### src/rtl/fft_result_streamer_if.sv
// Result-memory read port and output stream of the FFT result streamer.
// master: the streamer side; slave: memory and consumer side.
interface fft_result_streamer_if #(
  parameter int unsigned ADDR_W = 4,
  parameter int unsigned DATA_W = 32
);
  logic              mem_rd_en_o;
  logic [ADDR_W-1:0] mem_rd_addr_o;
  logic [DATA_W-1:0] mem_rd_data_i;
  logic              m_valid_o;
  logic              m_ready_i;
  logic [DATA_W-1:0] m_data_o;
  logic [ADDR_W-1:0] m_index_o;
  logic              m_last_o;

  modport master (
    output mem_rd_en_o, mem_rd_addr_o, m_valid_o, m_data_o, m_index_o, m_last_o,
    input  mem_rd_data_i, m_ready_i
  );

  modport slave (
    input  mem_rd_en_o, mem_rd_addr_o, m_valid_o, m_data_o, m_index_o, m_last_o,
    output mem_rd_data_i, m_ready_i
  );
endinterface

### src/rtl/fft_result_streamer.sv
// Unloads the FFT result RAM after completion and streams the words out in natural
// frequency order through a 2-entry FIFO that hides the 1-cycle RAM latency.
module fft_result_streamer #(
  parameter int unsigned N_POINTS    = 16,
  parameter int unsigned ADDR_W      = $clog2(N_POINTS),
  parameter int unsigned DATA_W      = 32,
  parameter bit          BIT_REVERSE = 1'b1
) (
  input  logic                         clk_i,
  input  logic                         rst_ni,
  input  logic                         done_i,
  fft_result_streamer_if.master        bus,
  output logic                         busy_o,
  output logic                         unload_done_o,
  output logic                         overrun_o
);

  typedef enum logic [1:0] {StIdle, StFetch, StDrain, StFinish} state_e;

  localparam logic [ADDR_W-1:0] LastK = ADDR_W'(N_POINTS - 1);

  state_e            state_q, state_d;
  logic [ADDR_W-1:0] rd_k_q, rd_k_d;
  logic [ADDR_W-1:0] ret_k_q;
  logic              inflight_q;
  logic              overrun_q;
  logic [DATA_W-1:0] fifo_data_q [2];
  logic [ADDR_W-1:0] fifo_idx_q  [2];
  logic              wr_ptr_q, rd_ptr_q;
  logic [1:0]        count_q;
  logic              valid, pop, push, issue, head_last;
  logic [2:0]        occ;

  function automatic logic [ADDR_W-1:0] bitrev(input logic [ADDR_W-1:0] a);
    logic [ADDR_W-1:0] r;
    r = '0;
    for (int unsigned i = 0; i < ADDR_W; i++) r[i] = a[ADDR_W-1-i];
    return r;
  endfunction

  // FIFO status, handshake and read-issue decision
  always_comb begin
    valid     = (count_q != 2'd0);
    pop       = valid & bus.m_ready_i;
    push      = inflight_q;
    head_last = (fifo_idx_q[rd_ptr_q] == LastK);
    // Entries buffered plus in flight after this cycle's pop; issuing keeps it <= 2.
    occ       = 3'(count_q) + 3'(inflight_q) - 3'(pop);
    issue     = (state_q == StFetch) && (occ < 3'd2);
  end

  // Next-state logic and read index advance
  always_comb begin
    state_d = state_q;
    rd_k_d  = rd_k_q;
    unique case (state_q)
      StIdle: begin
        if (done_i) begin
          state_d = StFetch;
          rd_k_d  = '0;
        end
      end
      StFetch: begin
        if (issue) begin
          if (rd_k_q == LastK) state_d = StDrain;
          else                 rd_k_d  = rd_k_q + 1'b1;
        end
      end
      StDrain: begin
        // Final beat leaves the only occupied slot and nothing else is pending.
        if (pop && head_last && (count_q == 2'd1) && !inflight_q) state_d = StFinish;
      end
      StFinish: state_d = StIdle;
      default:  state_d = StIdle;
    endcase
  end

  // Output drive; stream fields are zeroed whenever no beat is presented
  always_comb begin
    bus.mem_rd_en_o   = issue;
    bus.mem_rd_addr_o = '0;
    if (issue) bus.mem_rd_addr_o = BIT_REVERSE ? bitrev(rd_k_q) : rd_k_q;
    bus.m_valid_o     = valid;
    bus.m_data_o      = valid ? fifo_data_q[rd_ptr_q] : '0;
    bus.m_index_o     = valid ? fifo_idx_q[rd_ptr_q] : '0;
    bus.m_last_o      = valid & head_last;
    busy_o            = (state_q == StFetch) || (state_q == StDrain);
    unload_done_o     = (state_q == StFinish);
    overrun_o         = overrun_q;
  end

  // State, read tracking and FIFO storage
  always_ff @(posedge clk_i or negedge rst_ni) begin
    if (!rst_ni) begin
      state_q    <= StIdle;
      rd_k_q     <= '0;
      ret_k_q    <= '0;
      inflight_q <= 1'b0;
      overrun_q  <= 1'b0;
      wr_ptr_q   <= 1'b0;
      rd_ptr_q   <= 1'b0;
      count_q    <= 2'd0;
      for (int i = 0; i < 2; i++) begin
        fifo_data_q[i] <= '0;
        fifo_idx_q[i]  <= '0;
      end
    end else begin
      state_q    <= state_d;
      rd_k_q     <= rd_k_d;
      inflight_q <= issue;
      overrun_q  <= done_i && (state_q != StIdle);
      if (issue) ret_k_q <= rd_k_q;
      if (push) begin
        fifo_data_q[wr_ptr_q] <= bus.mem_rd_data_i;
        fifo_idx_q[wr_ptr_q]  <= ret_k_q;
        wr_ptr_q              <= ~wr_ptr_q;
      end
      if (pop) rd_ptr_q <= ~rd_ptr_q;
      count_q <= count_q + 2'(push) - 2'(pop);
    end
  end

endmodule

### src/flat_wrapper.sv
// flat-port wrapper written by rule: the top's interface ports become plain ports
module fft_result_streamer_flat 
#(
  parameter int unsigned N_POINTS    = 16,
  parameter int unsigned ADDR_W      = $clog2(N_POINTS),
  parameter int unsigned DATA_W      = 32,
  parameter bit          BIT_REVERSE = 1'b1
)
  (clk_i, rst_ni, done_i, busy_o, unload_done_o, overrun_o, bus_mem_rd_en_o, bus_mem_rd_addr_o, bus_m_valid_o, bus_m_data_o, bus_m_index_o, bus_m_last_o, bus_mem_rd_data_i, bus_m_ready_i);
  fft_result_streamer_if #(.ADDR_W(ADDR_W), .DATA_W(DATA_W)) bus_i ();
  input  logic clk_i;
  input  logic rst_ni;
  input  logic done_i;
  output logic busy_o;
  output logic unload_done_o;
  output logic overrun_o;
  output wire logic [$bits(bus_i.mem_rd_en_o)-1:0] bus_mem_rd_en_o;
  output wire logic [$bits(bus_i.mem_rd_addr_o)-1:0] bus_mem_rd_addr_o;
  output wire logic [$bits(bus_i.m_valid_o)-1:0] bus_m_valid_o;
  output wire logic [$bits(bus_i.m_data_o)-1:0] bus_m_data_o;
  output wire logic [$bits(bus_i.m_index_o)-1:0] bus_m_index_o;
  output wire logic [$bits(bus_i.m_last_o)-1:0] bus_m_last_o;
  input wire logic [$bits(bus_i.mem_rd_data_i)-1:0] bus_mem_rd_data_i;
  input wire logic [$bits(bus_i.m_ready_i)-1:0] bus_m_ready_i;
  assign bus_mem_rd_en_o = bus_i.mem_rd_en_o;
  assign bus_mem_rd_addr_o = bus_i.mem_rd_addr_o;
  assign bus_m_valid_o = bus_i.m_valid_o;
  assign bus_m_data_o = bus_i.m_data_o;
  assign bus_m_index_o = bus_i.m_index_o;
  assign bus_m_last_o = bus_i.m_last_o;
  assign bus_i.mem_rd_data_i = bus_mem_rd_data_i;
  assign bus_i.m_ready_i = bus_m_ready_i;
  fft_result_streamer #(.N_POINTS(N_POINTS), .ADDR_W(ADDR_W), .DATA_W(DATA_W), .BIT_REVERSE(BIT_REVERSE)) u_core (.clk_i(clk_i), .rst_ni(rst_ni), .done_i(done_i), .bus(bus_i), .busy_o(busy_o), .unload_done_o(unload_done_o), .overrun_o(overrun_o));
endmodule
### config.mk
export PLATFORM = sky130hd
export DESIGN_NAME = fft_result_streamer_flat
export DESIGN_NICKNAME = d
export VERILOG_FILES = /design/src/rtl/fft_result_streamer_if.sv /design/src/rtl/fft_result_streamer.sv /design/src/flat_wrapper.sv
export SDC_FILE = /design/constraint.sdc
export NUM_CORES = 1
export LEC_CHECK = 0
export BUFFER_PORTS_ARGS = -buffer_cell sky130_fd_sc_hd__buf_2
export CELL_PAD_IN_SITES_DETAIL_PLACEMENT = 1
export CELL_PAD_IN_SITES_GLOBAL_PLACEMENT = 1
export CORE_MARGIN = 8
export CORE_UTILIZATION = 44
export DETAILED_ROUTE_END_ITERATION = 12
export GPL_TIMING_DRIVEN = 0
export PLACE_DENSITY = 0.89
export SYNTH_ARGS = -nofsm -noshare
export SYNTH_HDL_FRONTEND = slang
export SYNTH_SLANG_ARGS = --single-unit
### constraint.sdc
create_clock -name clk_i -period 3.2 [get_ports clk_i]
set_input_delay 0.16 -clock clk_i [delete_from_list [all_inputs] [get_ports clk_i]]
set_output_delay 0.16 -clock clk_i [all_outputs]
set_load 0.02 [all_outputs]
; ---- Word-level counts from Yosys, hierarchy flattened
; Index checks and enable logic that the tools add are counted.
; Widths: inputs -> output; s select.
[classes]
add_sub_neg = 5
magnitude_cmp = 4
muxes = 24
eq_ne = 11
reduce_logical = 14
bitwise = 6
[ops]
columns = operator, count
row1 = $mux 32, 5
row2 = $bwmux 64, 1
row3 = $mux 4, 9
row4 = $demux 32 s1, 1
row5 = $bwmux 8, 1
row6 = $eq 4x4->1 const B, 2
row7 = $mux 2, 4
row8 = $pmux 2 s4, 1
row9 = $pmux 4 s2, 1
row10 = $reduce_and 4->1, 2
row11 = $logic_and 1x1->1, 6
row12 = $ne 2x2->1 const B, 3
row13 = $reduce_bool 2->1, 3
row14 = $add 4x1->4 const B, 1
row15 = $demux 4 s1, 1
row16 = $eq 2x1->1 const B, 2
row17 = $eq 2x2->1 const B, 2
row18 = $ge 2x2->1 const B, 2
row19 = $ne 2x1->1 const B, 2
row20 = $not 1->2, 2
row21 = $add 2x1->3, 1
row22 = $lt 3x2->1 const B, 1
row23 = $sub 3x1->3, 1
row24 = $add 2x1->2, 1
row25 = other kinds (7), 9
[word_totals]
ff_bits = 88
out_inout_bits = 46
in_bits = 36
word_cells = 76

; ---- Longest topological paths before layout
; Gate-level depths: netlist of run 1.
[depth]
depth_word = 10
depth_mapped = 12
ltp_nobuf = 12

; ---- Worst setup path before layout of run 1
; No wires, ideal clock.
[synth_timing]
path_kind = reg2reg
start = reg u_core.count_q[1]
end = reg u_core.state_q[1]
setup_ps = 125
required_ps = 3075
path_stages_with_launch = 12
arrival_time_ps = 2514
slack_ps = 561
n_path_buf = 0
synth_period_minus_slack_ps = 2639
path_cell_list = dfrtp_1 nor2_1 inv_1 nand2_1 xnor2_1 ha_1 inv_1 fa_1 xnor2_2 o221ai_2 a211o_1 mux2_4
[synth_via]
elab_chain_len = 7
word_cells_on_any_way = 13
classes_between = add/sub: 2 / order compare: 1 / eq/ne: 3 / bitwise: 1 / reduce/logical: 6
[synth_lines]
columns = item, line
row1 = from (decl), fft_result_streamer.sv:30  ; logic [1:0] count_q;
row2 = from (signal assigned), fft_result_streamer.sv:119  ; count_q <= count_q + 2'(push) - 2'(pop);
row3 = $reduce_bool 2->1 (*), fft_result_streamer.sv:43  ; valid = (count_q != 2'd0);
row4 = named net bus_m_valid_o, flat_wrapper.sv:19  ; output wire logic [$bits(bus_i.m_valid_o)-1:0] bus_m_valid_o;
row5 = $and 1x1->1 (*), fft_result_streamer.sv:44  ; pop = valid & bus.m_ready_i;
row6 = $sub 3x1->3 / $logic_and 1x1->1 (equally long branches), "fft_result_streamer.sv:48, fft_result_streamer.sv:71"
row7 = $lt 3x2->1 / $logic_and 1x1->1 (equally long branches), "fft_result_streamer.sv:49, fft_result_streamer.sv:71"
row8 = "$logic_and 1x1->1, on equally long branches", "fft_result_streamer.sv:49, fft_result_streamer.sv:71"
row9 = $ne 2x1->1 (no source line), n/a
row10 = $reduce_and 4->1 (no source line) (*), n/a
row11 = to (signal assigned), fft_result_streamer.sv:95  ; state_q <= StIdle;
row12 = to (signal assigned), fft_result_streamer.sv:108  ; state_q <= state_d;
row13 = to (decl), fft_result_streamer.sv:22  ; state_e state_q, state_d;
; Mark *: on every way through the listed nets, which the timed path passes. The rest lies on a longest branch.
; A chain may end at the register's enable or synchronous reset.

; ---- Worst setup path after layout of run 1
[layout_timing]
start = reg u_core.count_q[1]
end = out bus_mem_rd_addr_o[3]
[layout_via]
elab_chain_len = 6
word_cells_on_any_way = 7
classes_between = add/sub: 2 / order compare: 1 / mux: 1 / bitwise: 1 / reduce/logical: 2
[layout_lines]
columns = item, line
row1 = "parallel branches: the longest is 2 deep, another holds $add 2x1->3", n/a
row2 = $sub 3x1->3 (*), fft_result_streamer.sv:48  ; occ = 3'(count_q) + 3'(inflight_q) - 3'(pop);
row3 = $lt 3x2->1 (*), fft_result_streamer.sv:49  ; issue = (state_q == StFetch) && (occ < 3'd2);
row4 = $logic_and 1x1->1 (*), fft_result_streamer.sv:49
row5 = $mux 4 (*), fft_result_streamer.sv:82  ; if (issue) bus.mem_rd_addr_o = BIT_REVERSE ? bitrev(rd_k_q) : rd_k_q;
row6 = to (decl), flat_wrapper.sv:18  ; output wire logic [$bits(bus_i.mem_rd_addr_o)-1:0] bus_mem_rd_addr_o;
; Every way passes the cells marked *.

==> results of run 1 <==
-- metal layers --
metal,share of wire,global-route usage,vias to the layer above
met5,0,0,-
met4,0.013,0.0594,0
met3,0.042,0.0370,10
met2,0.53,0.291,58
met1,0.41,0.182,1444
li1,-,-,1263
-- cells in the final DEF, fill, tap and decap left out, types with 2 or more instances in the layout --
master                      instances
sky130_fd_sc_hd__a21oi_1            3
sky130_fd_sc_hd__and2_1             4
sky130_fd_sc_hd__and3_1             2
sky130_fd_sc_hd__buf_2             91
sky130_fd_sc_hd__buf_4              2
sky130_fd_sc_hd__bufinv_16          3
sky130_fd_sc_hd__clkbuf_1           4
sky130_fd_sc_hd__clkbuf_8          12
sky130_fd_sc_hd__dfrtp_1           87
sky130_fd_sc_hd__ha_1               6
sky130_fd_sc_hd__inv_1              7
sky130_fd_sc_hd__mux2_1            46
sky130_fd_sc_hd__mux2_2            30
sky130_fd_sc_hd__mux2i_1           36
sky130_fd_sc_hd__nand2_1            8
sky130_fd_sc_hd__nand2b_1           2
sky130_fd_sc_hd__nand3_1            3
sky130_fd_sc_hd__nor2_1            42
sky130_fd_sc_hd__nor2b_1            2
sky130_fd_sc_hd__xnor2_1            4
-- sequential cells by signal, indices dropped and copies added, names as in the netlist --
signal and count:
u_core.inflight_q 1, u_core.rd_k_q 4, u_core.fifo_data_q 64, u_core.state_q 2, u_core.wr_ptr_q 1, u_core.ret_k_q 4, u_core.fifo_idx_q 8, u_core.rd_ptr_q 1
u_core.count_q 2, u_core.overrun_o 1
-- worst min path at each step --
| stage | slack [ns] | start | cells after the start | end |
|---|---|---|---|---|
| after floorplan | -0.14 | rst_ni | 0 | u_core.count_q[0] |
| after global routing | 0.02 | bus_mem_rd_data_i[15] | 2 | u_core.fifo_data_q[15] |
| after detailed placement | 0.19 | rst_ni | 1 | u_core.fifo_data_q[7] |
| final | 0.04 | bus_mem_rd_data_i[15] | 2 | u_core.fifo_data_q[15] |
| after global placement | 0.39 | bus_mem_rd_data_i[3] | 2 | u_core.fifo_data_q[35] |
| after CTS | 0.02 | bus_mem_rd_data_i[15] | 2 | u_core.fifo_data_q[15] |
-- cells by family after synthesis --
| family | count (synthesis) | synth area share |
|---|---|---|
| fa+ha+maj | 7 | 0.0234 |
| xor+xnor | 6 | 0.0148 |
| simple gates | 69 | 0.0757 |
| mux | 113 | 0.303 |
| buf+inv | 24 | 0.0283 |
| compound gates | 8 | 0.0138 |
| flops | 88 | 0.541 |
-- final cells by class --
cell class / instances / area, um^2
Clock inverter: 4 / 98.8
Clock buffer: 12 / 165
Multi-Input combinational cell: 203 / 1750
Inverter: 7 / 26.3
Tap cell: 111 / 139
Sequential cell: 88 / 2200
Buffer: 17 / 88.8
Timing Repair Buffer: 83 / 438
Fill cell: 959 / 4200
-- stage by stage --
stage	util	area (um^2)	hold slack (ns)	setup WS (ns)	std cells
6_report	0.539	4910	0.0415	0.223	525
5_1_grt	0.539	4910	0.0195	0.0149	525
4_1_cts	0.539	4910	0.0204	0.108	525
3_5_place_dp	0.509	4630	0.191	0.375	508
3_3_place_gp	0.506	4610	0.391	0.488	507
2_1_floorplan	-	4070	-0.136	0.561	315
-- repair_timing --
item / in CTS / in global routing
endpoints found under the setup margin: 0 / 4
resized for setup: 0 / 2
hold buffers: 1 / 0
endpoints found under the hold margin: 43 / 0
-- power by group --
| group | switching, mW | leakage (nW) | internal, mW |
|---|---|---|---|
| logic | 1.71 | 1.23 | 1.25 |
| registers | 0.342 | 1.04 | 1.68 |
| clock network | 0.385 | 0.133 | 0.585 |
| total | 2.44 | 2.40 | 3.52 |
==> out/summary.json, run 1 <==
{
  "path_clk_slew": {"value": 0.09, "unit": "ns"},
  "finalSetupViolCount": {"value": 0},
  "worst_setup_path_startpoint": {"value": "u_core.count_q[1]"},
  "max_freq": {"value": 336, "unit": "MHz"},
  "path_delay_family": {"value": "simple AND/OR/NAND/NOR gates"},
  "pin_count_of_the_biggest_net_entering_global_routing": {"value": 46},
  "worst_r2r_startpoint": {"value": "u_core.count_q[1]"},
  "synthesis.nets": {"value": 358},
  "grt_antenna_before_repair": {"value": 0},
  "avgRoutedWirePerCell": {"value": 18.5, "unit": "um"},
  "final.setup_skew": {"value": 0.00898, "unit": "ns"},
  "timing.final.crit_period": {"value": 2.98, "unit": "ns"},
  "timing_max_transition_violations_final": {"value": 0},
  "maxCapViolations": {"value": 0},
  "critPathCapture": {"value": "bus_mem_rd_addr_o[3]"},
  "cpPeakStageDelay": {"value": 0.46, "unit": "ns"},
  "ant_nets": {"value": 0},
  "yosysMostFrequentCell": {"value": "sky130_fd_sc_hd__dfrtp_1"},
  "totalNegativeSetupSlack": {"value": 0, "unit": "ns"},
  "number_of_flops_mapped_to_enable_cells_by_yosys": {"value": 0},
  "netlist_top_cells_count": {"value": "sky130_fd_sc_hd__dfrtp_1 (88), sky130_fd_sc_hd__mux2_1 (46), sky130_fd_sc_hd__nor2_1 (43)"},
  "critical_path_depth": {"value": 12},
  "critical_path.startpoint_type": {"value": "flip-flop"},
  "layout_worst_path_cycle_share": {"value": 0.930},
  "gpl.final_weighted_congestion": {"value": 0.774},
  "detailedRoute.firstIterationViolations": {"value": 63},
  "yosys.area.top_type": {"value": "sky130_fd_sc_hd__dfrtp_1"},
  "die_area": {"value": 12600, "unit": "um^2"},
  "placement.io_buffers": {"value": 81},
  "cp_num_buf_inv": {"value": 4},
  "regToRegSetupSlack": {"value": 0.43, "unit": "ns"},
  "first_global_vias": {"value": 3197},
  "cell_area_after_technology_mapping": {"value": 4070, "unit": "um^2"},
  "path_max_fanout": {"value": 10},
  "cp-end-kind": {"value": "output port"},
  "final-hold-violation-count": {"value": 0},
  "later_pin_clock_latency_in_the_skew_report": {"value": 0.34, "unit": "ns"},
  "max_slew.worst_pin.slew": {"value": 0.615, "unit": "ns"},
  "netlist.area_leader.share": {"value": 0.541},
  "totalWireLength": {"value": 9710, "unit": "um"},
  "cts.root.buffer_cell": {"value": "sky130_fd_sc_hd__clkbuf_8"},
  "drcViolationCount": {"value": 0},
  "num_rows": {"value": 35},
  "drive_above_1_share": {"value": 0.355},
  "crit-reg2reg-capture": {"value": "u_core.state_q[1]"},
  "synth.avg_cell_area": {"value": 12.9, "unit": "um^2"},
  "peakVddDrop": {"value": 0.520, "unit": "mV"},
  "total_leakage_power": {"value": 2.40, "unit": "nW"},
  "synth_warnings": {"value": 0},
  "ys_seq_elements": {"value": 88},
  "critical_path_required": {"value": 3.04, "unit": "ns"},
  "track_usage": {"value": 0.161},
  "vias_per_cell": {"value": 5.29},
  "vias": {"value": 2775},
  "ctsLongestPathBuffers": {"value": 2},
  "criticalPathCategory": {"value": "reg2out"},
  "cp_cell_sequence": {"value": "nor2_2 > inv_1 > nand2_1 > xnor2_1 > ha_1 > inv_1 > fa_1 > xnor2_2 > and3_1 > buf_2 > and2_1 > buf_2"},
  "synth_cell_types": {"value": 33},
  "synth-main-ff-cell": {"value": "sky130_fd_sc_hd__dfrtp_1"},
  "starting_density": {"value": 0.447},
  "total_power": {"value": 5.96, "unit": "mW"},
  "critPathSlowestCell": {"value": "sky130_fd_sc_hd__dfrtp_2"},
  "areal_power_density_over_the_cells": {"value": 1210, "unit": "nW/um^2"},
  "tritoncts_clock_tree": {"value": "done"},
  "post-dp-hpwl": {"value": 7180, "unit": "um"},
  "clock_sinks": {"value": 88},
  "largest_cells_by_area_after_synthesis": {"value": "sky130_fd_sc_hd__dfrtp_1 (54%), sky130_fd_sc_hd__mux2_1 (13%), sky130_fd_sc_hd__mux2i_1 (8.9%), sky130_fd_sc_hd__mux2_2 (8.3%), sky130_fd_sc_hd__nor2_1 (4.0%)"},
  "slew_headroom": {"value": 0.590},
  "postSynth.asyncResetShare": {"value": 1.00},
  "syn-instance-count": {"value": 315},
  "result_of_the_run": {"value": "completed"},
  "num_antenna_cells": {"value": 0},
  "reg2regPathDepth": {"value": 11},
  "global_route_wire_length_before_repair": {"value": 16400, "unit": "um"},
  "top_level_ports": {"value": 82},
  "nNetsFinal": {"value": 452},
  "floorplan.die.width": {"value": 112, "unit": "um"},
  "cts_buffers": {"value": 9},
  "placeableCoreArea": {"value": 9110, "unit": "um^2"},
  "cts_post_setup_buffers_inserted": {"value": 0},
  "gr-total-overflow": {"value": 0},
  "htree_num_levels": {"value": 3},
  "synth_seq_area_share": {"value": 0.541},
  "syn2layout_area_growth": {"value": 20.8, "unit": "%"},
  "worst_ep_arrival_time": {"value": 2.82, "unit": "ns"},
  "grt_setup_unrepaired": {"value": "false"},
  "die_ht": {"value": 112, "unit": "um"},
  "hold_class": {"value": "in2reg"},
  "drt-pass1-iter-count": {"value": 4}
}
Power figures use the tool's default switching activity.
==> run 2: changes to the inputs <==
==> constraint.sdc (replaced) <==
create_clock -name clk_i -period 3.3 [get_ports clk_i]
set_input_delay 0.33 -clock clk_i [delete_from_list [all_inputs] [get_ports clk_i]]
set_output_delay 0.33 -clock clk_i [all_outputs]
set_load 0.02 [all_outputs]
==> out/summary.json, run 2 (synthesized netlist as in run 1, its figures left out) <==
{
  "placeableCoreArea": {"value": 9110, "unit": "um^2"},
  "vias_per_cell": {"value": 5.29},
  "mostFrequentLayoutCell": {"value": "sky130_fd_sc_hd__buf_2"},
  "pre_cts_ws": {"value": 0.442, "unit": "ns"},
  "hold_path_startpoint": {"value": "bus_mem_rd_data_i[15]"},
  "top_level_ports": {"value": 82},
  "global_route_wire_length_before_repair": {"value": 16400, "unit": "um"},
  "cts_post_setup_buffers_inserted": {"value": 0},
  "reg2regPathDepth": {"value": 11},
  "cpPeakStageDelay": {"value": 0.46, "unit": "ns"},
  "crit-reg2reg-capture": {"value": "u_core.state_q[1]"},
  "vias": {"value": 2779},
  "worst_r2r_startpoint": {"value": "u_core.count_q[1]"},
  "slew_headroom": {"value": 0.590},
  "nNetsFinal": {"value": 452},
  "peakVddDrop": {"value": 0.504, "unit": "mV"},
  "placed_cells": {"value": 508},
  "largest_register_ffs": {"value": 64},
  "seq_power_share": {"value": 0.340},
  "hold_depth": {"value": 2},
  "switching_power": {"value": 2.37, "unit": "mW"},
  "power.switching_fraction": {"value": 0.409},
  "timing.final.crit_period": {"value": 3.10, "unit": "ns"},
  "critical_path_required": {"value": 2.97, "unit": "ns"},
  "criticalPathCategory": {"value": "reg2out"},
  "cp-end-kind": {"value": "output port"},
  "cts_buffers": {"value": 9},
  "placement.io_buffers": {"value": 81},
  "avgRoutedWirePerCell": {"value": 18.5, "unit": "um"},
  "critPathSlowestCell": {"value": "sky130_fd_sc_hd__dfrtp_2"},
  "htree_num_levels": {"value": 3},
  "result_of_the_run": {"value": "completed"},
  "die_ht": {"value": 112, "unit": "um"},
  "finalSetupViolCount": {"value": 0},
  "total_leakage_power": {"value": 2.40, "unit": "nW"},
  "gpl.final_weighted_congestion": {"value": 0.774},
  "die_area": {"value": 12600, "unit": "um^2"},
  "num_rows": {"value": 35},
  "stdcell_count": {"value": 525},
  "worst_ep_arrival_time": {"value": 2.77, "unit": "ns"},
  "cp_num_buf_inv": {"value": 4},
  "later_pin_clock_latency_in_the_skew_report": {"value": 0.34, "unit": "ns"},
  "final-hold-violation-count": {"value": 0},
  "detailedRoute.firstIterationViolations": {"value": 60},
  "mostFrequentLayoutCells": {"value": "sky130_fd_sc_hd__buf_2 (90), sky130_fd_sc_hd__dfrtp_1 (87), sky130_fd_sc_hd__mux2_1 (46), sky130_fd_sc_hd__nor2_1 (42), sky130_fd_sc_hd__mux2i_1 (36)"},
  "max_freq": {"value": 323, "unit": "MHz"},
  "hold_class": {"value": "in2reg"},
  "path_delay_family": {"value": "simple AND/OR/NAND/NOR gates"},
  "cp_cell_sequence": {"value": "nor2_2 > inv_1 > nand2_1 > xnor2_1 > ha_1 > inv_1 > fa_1 > xnor2_2 > and3_1 > clkbuf_4 > and2_1 > buf_2"},
  "regToRegSetupSlack": {"value": 0.55, "unit": "ns"},
  "timing_max_transition_violations_final": {"value": 0},
  "drt-pass1-iter-count": {"value": 4},
  "ctsLongestPathBuffers": {"value": 2},
  "clock_sinks": {"value": 88},
  "final.setup_skew": {"value": 0.00889, "unit": "ns"},
  "path_max_fanout": {"value": 10},
  "floorplan.die.width": {"value": 112, "unit": "um"},
  "areal_power_density_over_the_cells": {"value": 1180, "unit": "nW/um^2"},
  "maxCapViolations": {"value": 0},
  "drcViolationCount": {"value": 0},
  "path_clk_slew": {"value": 0.09, "unit": "ns"},
  "final.setup.worst_slack": {"value": 0.202, "unit": "ns"},
  "timing.hold.worst_endpoint": {"value": "u_core.fifo_data_q[15]"},
  "tritoncts_clock_tree": {"value": "done"},
  "p_int": {"value": 3.42, "unit": "mW"},
  "reg.largest.list": {"value": "u_core.fifo_data_q: 64 flops, u_core.fifo_idx_q: 8 flops"},
  "final_core_util": {"value": 0.540},
  "grt_antenna_before_repair": {"value": 0},
  "clkPwrFrac": {"value": 0.163},
  "critical_path.startpoint_type": {"value": "flip-flop"},
  "drive_above_1_share": {"value": 0.355},
  "syn2layout_area_growth": {"value": 20.8, "unit": "%"},
  "track_usage": {"value": 0.161},
  "grt_setup_unrepaired": {"value": "false"},
  "max_flop_register": {"value": "u_core.fifo_data_q"},
  "starting_density": {"value": 0.447},
  "totalWireLength": {"value": 9720, "unit": "um"},
  "pin_count_of_the_biggest_net_entering_global_routing": {"value": 46},
  "layout_worst_path_cycle_share": {"value": 0.939},
  "totalNegativeSetupSlack": {"value": 0, "unit": "ns"},
  "post-dp-hpwl": {"value": 7180, "unit": "um"},
  "gr-total-overflow": {"value": 0},
  "path_common_cell": {"value": "sky130_fd_sc_hd__inv_1"},
  "num_antenna_cells": {"value": 0},
  "hold-worst-slack": {"value": 0.211, "unit": "ns"},
  "first_global_vias": {"value": 3197},
  "cts.root.buffer_cell": {"value": "sky130_fd_sc_hd__clkbuf_8"},
  "power.share.combinational": {"value": 0.497},
  "ant_nets": {"value": 0},
  "max_slew.worst_pin.slew": {"value": 0.615, "unit": "ns"}
}
==> run 2: changes by cell type in the layout (fill, tap and decap cells not counted), sizes merged <==
| cell | before | now |
|---|---|---|
| buf | 95 | 94 |
| clkbuf | 16 | 17 |
==> run 2: worst max-delay path by stage <==
| stage | start | to | depth (start not counted) | slack [ns] |
|---|---|---|---|---|
| 2_1_floorplan | u_core.count_q[1] | bus_mem_rd_addr_o[0] | 11 | 0.59 |
| 3_3_place_gp | u_core.count_q[1] | bus_mem_rd_addr_o[1] | 12 | 0.57 |
| 3_5_place_dp | u_core.count_q[1] | bus_mem_rd_addr_o[3] | 12 | 0.44 |
| 4_1_cts | u_core.count_q[1] | bus_mem_rd_addr_o[3] | 12 | 0.04 |
| 5_1_grt | u_core.count_q[1] | bus_mem_rd_addr_o[2] | 12 | 0.003 |
| 6_report | u_core.count_q[1] | bus_mem_rd_addr_o[3] | 12 | 0.20 |
==> run 2: layout make-up <==
cell class	count	area (um^2)
fillers	958	4190
flip-flops and latches	88	2200
multi-input cells	203	1750
repair buffers	83	438
clock buffers	12	165
well taps	111	139
clock inverters	4	98.8
plain buffers	17	91.3
inverters	7	26.3
==> run 2: what timing repair did <==
action / CTS / global route
gates resized for setup: 0 / 3
hold buffers: 1 / 0
endpoints found under the setup margin: 0 / 4
hold endpoints to repair: 43 / 0
==> run 2: metal layers <==
layer  GRT usage  vias up  part of all wire
met5           0        -                 0
met4      0.0594        0             0.013
met3      0.0370       10             0.041
met2       0.291       55              0.53
met1       0.182     1450              0.41
li1            -     1264                 -
==> run 2: through the flow <==
step / power (mW) / instance area [um^2]
CTS: 5.86 / 4910
finish: 5.78 / 4910
global placement: 4.71 / 4610
detailed placement: 4.90 / 4630
global route: 6.20 / 4910
floorplan: 3.95 / 4070
==> run 2: power groups by stage <==
stage | sequential (mW) | combinational, mW | clock, mW
after global routing | 2.03 | 3.16 | 1.01
after detailed placement | 1.98 | 2.92 | 0
after CTS | 1.96 | 2.94 | 0.963
after floorplan | 1.87 | 2.08 | 0
final | 1.97 | 2.88 | 0.941
after global placement | 1.91 | 2.80 | 0
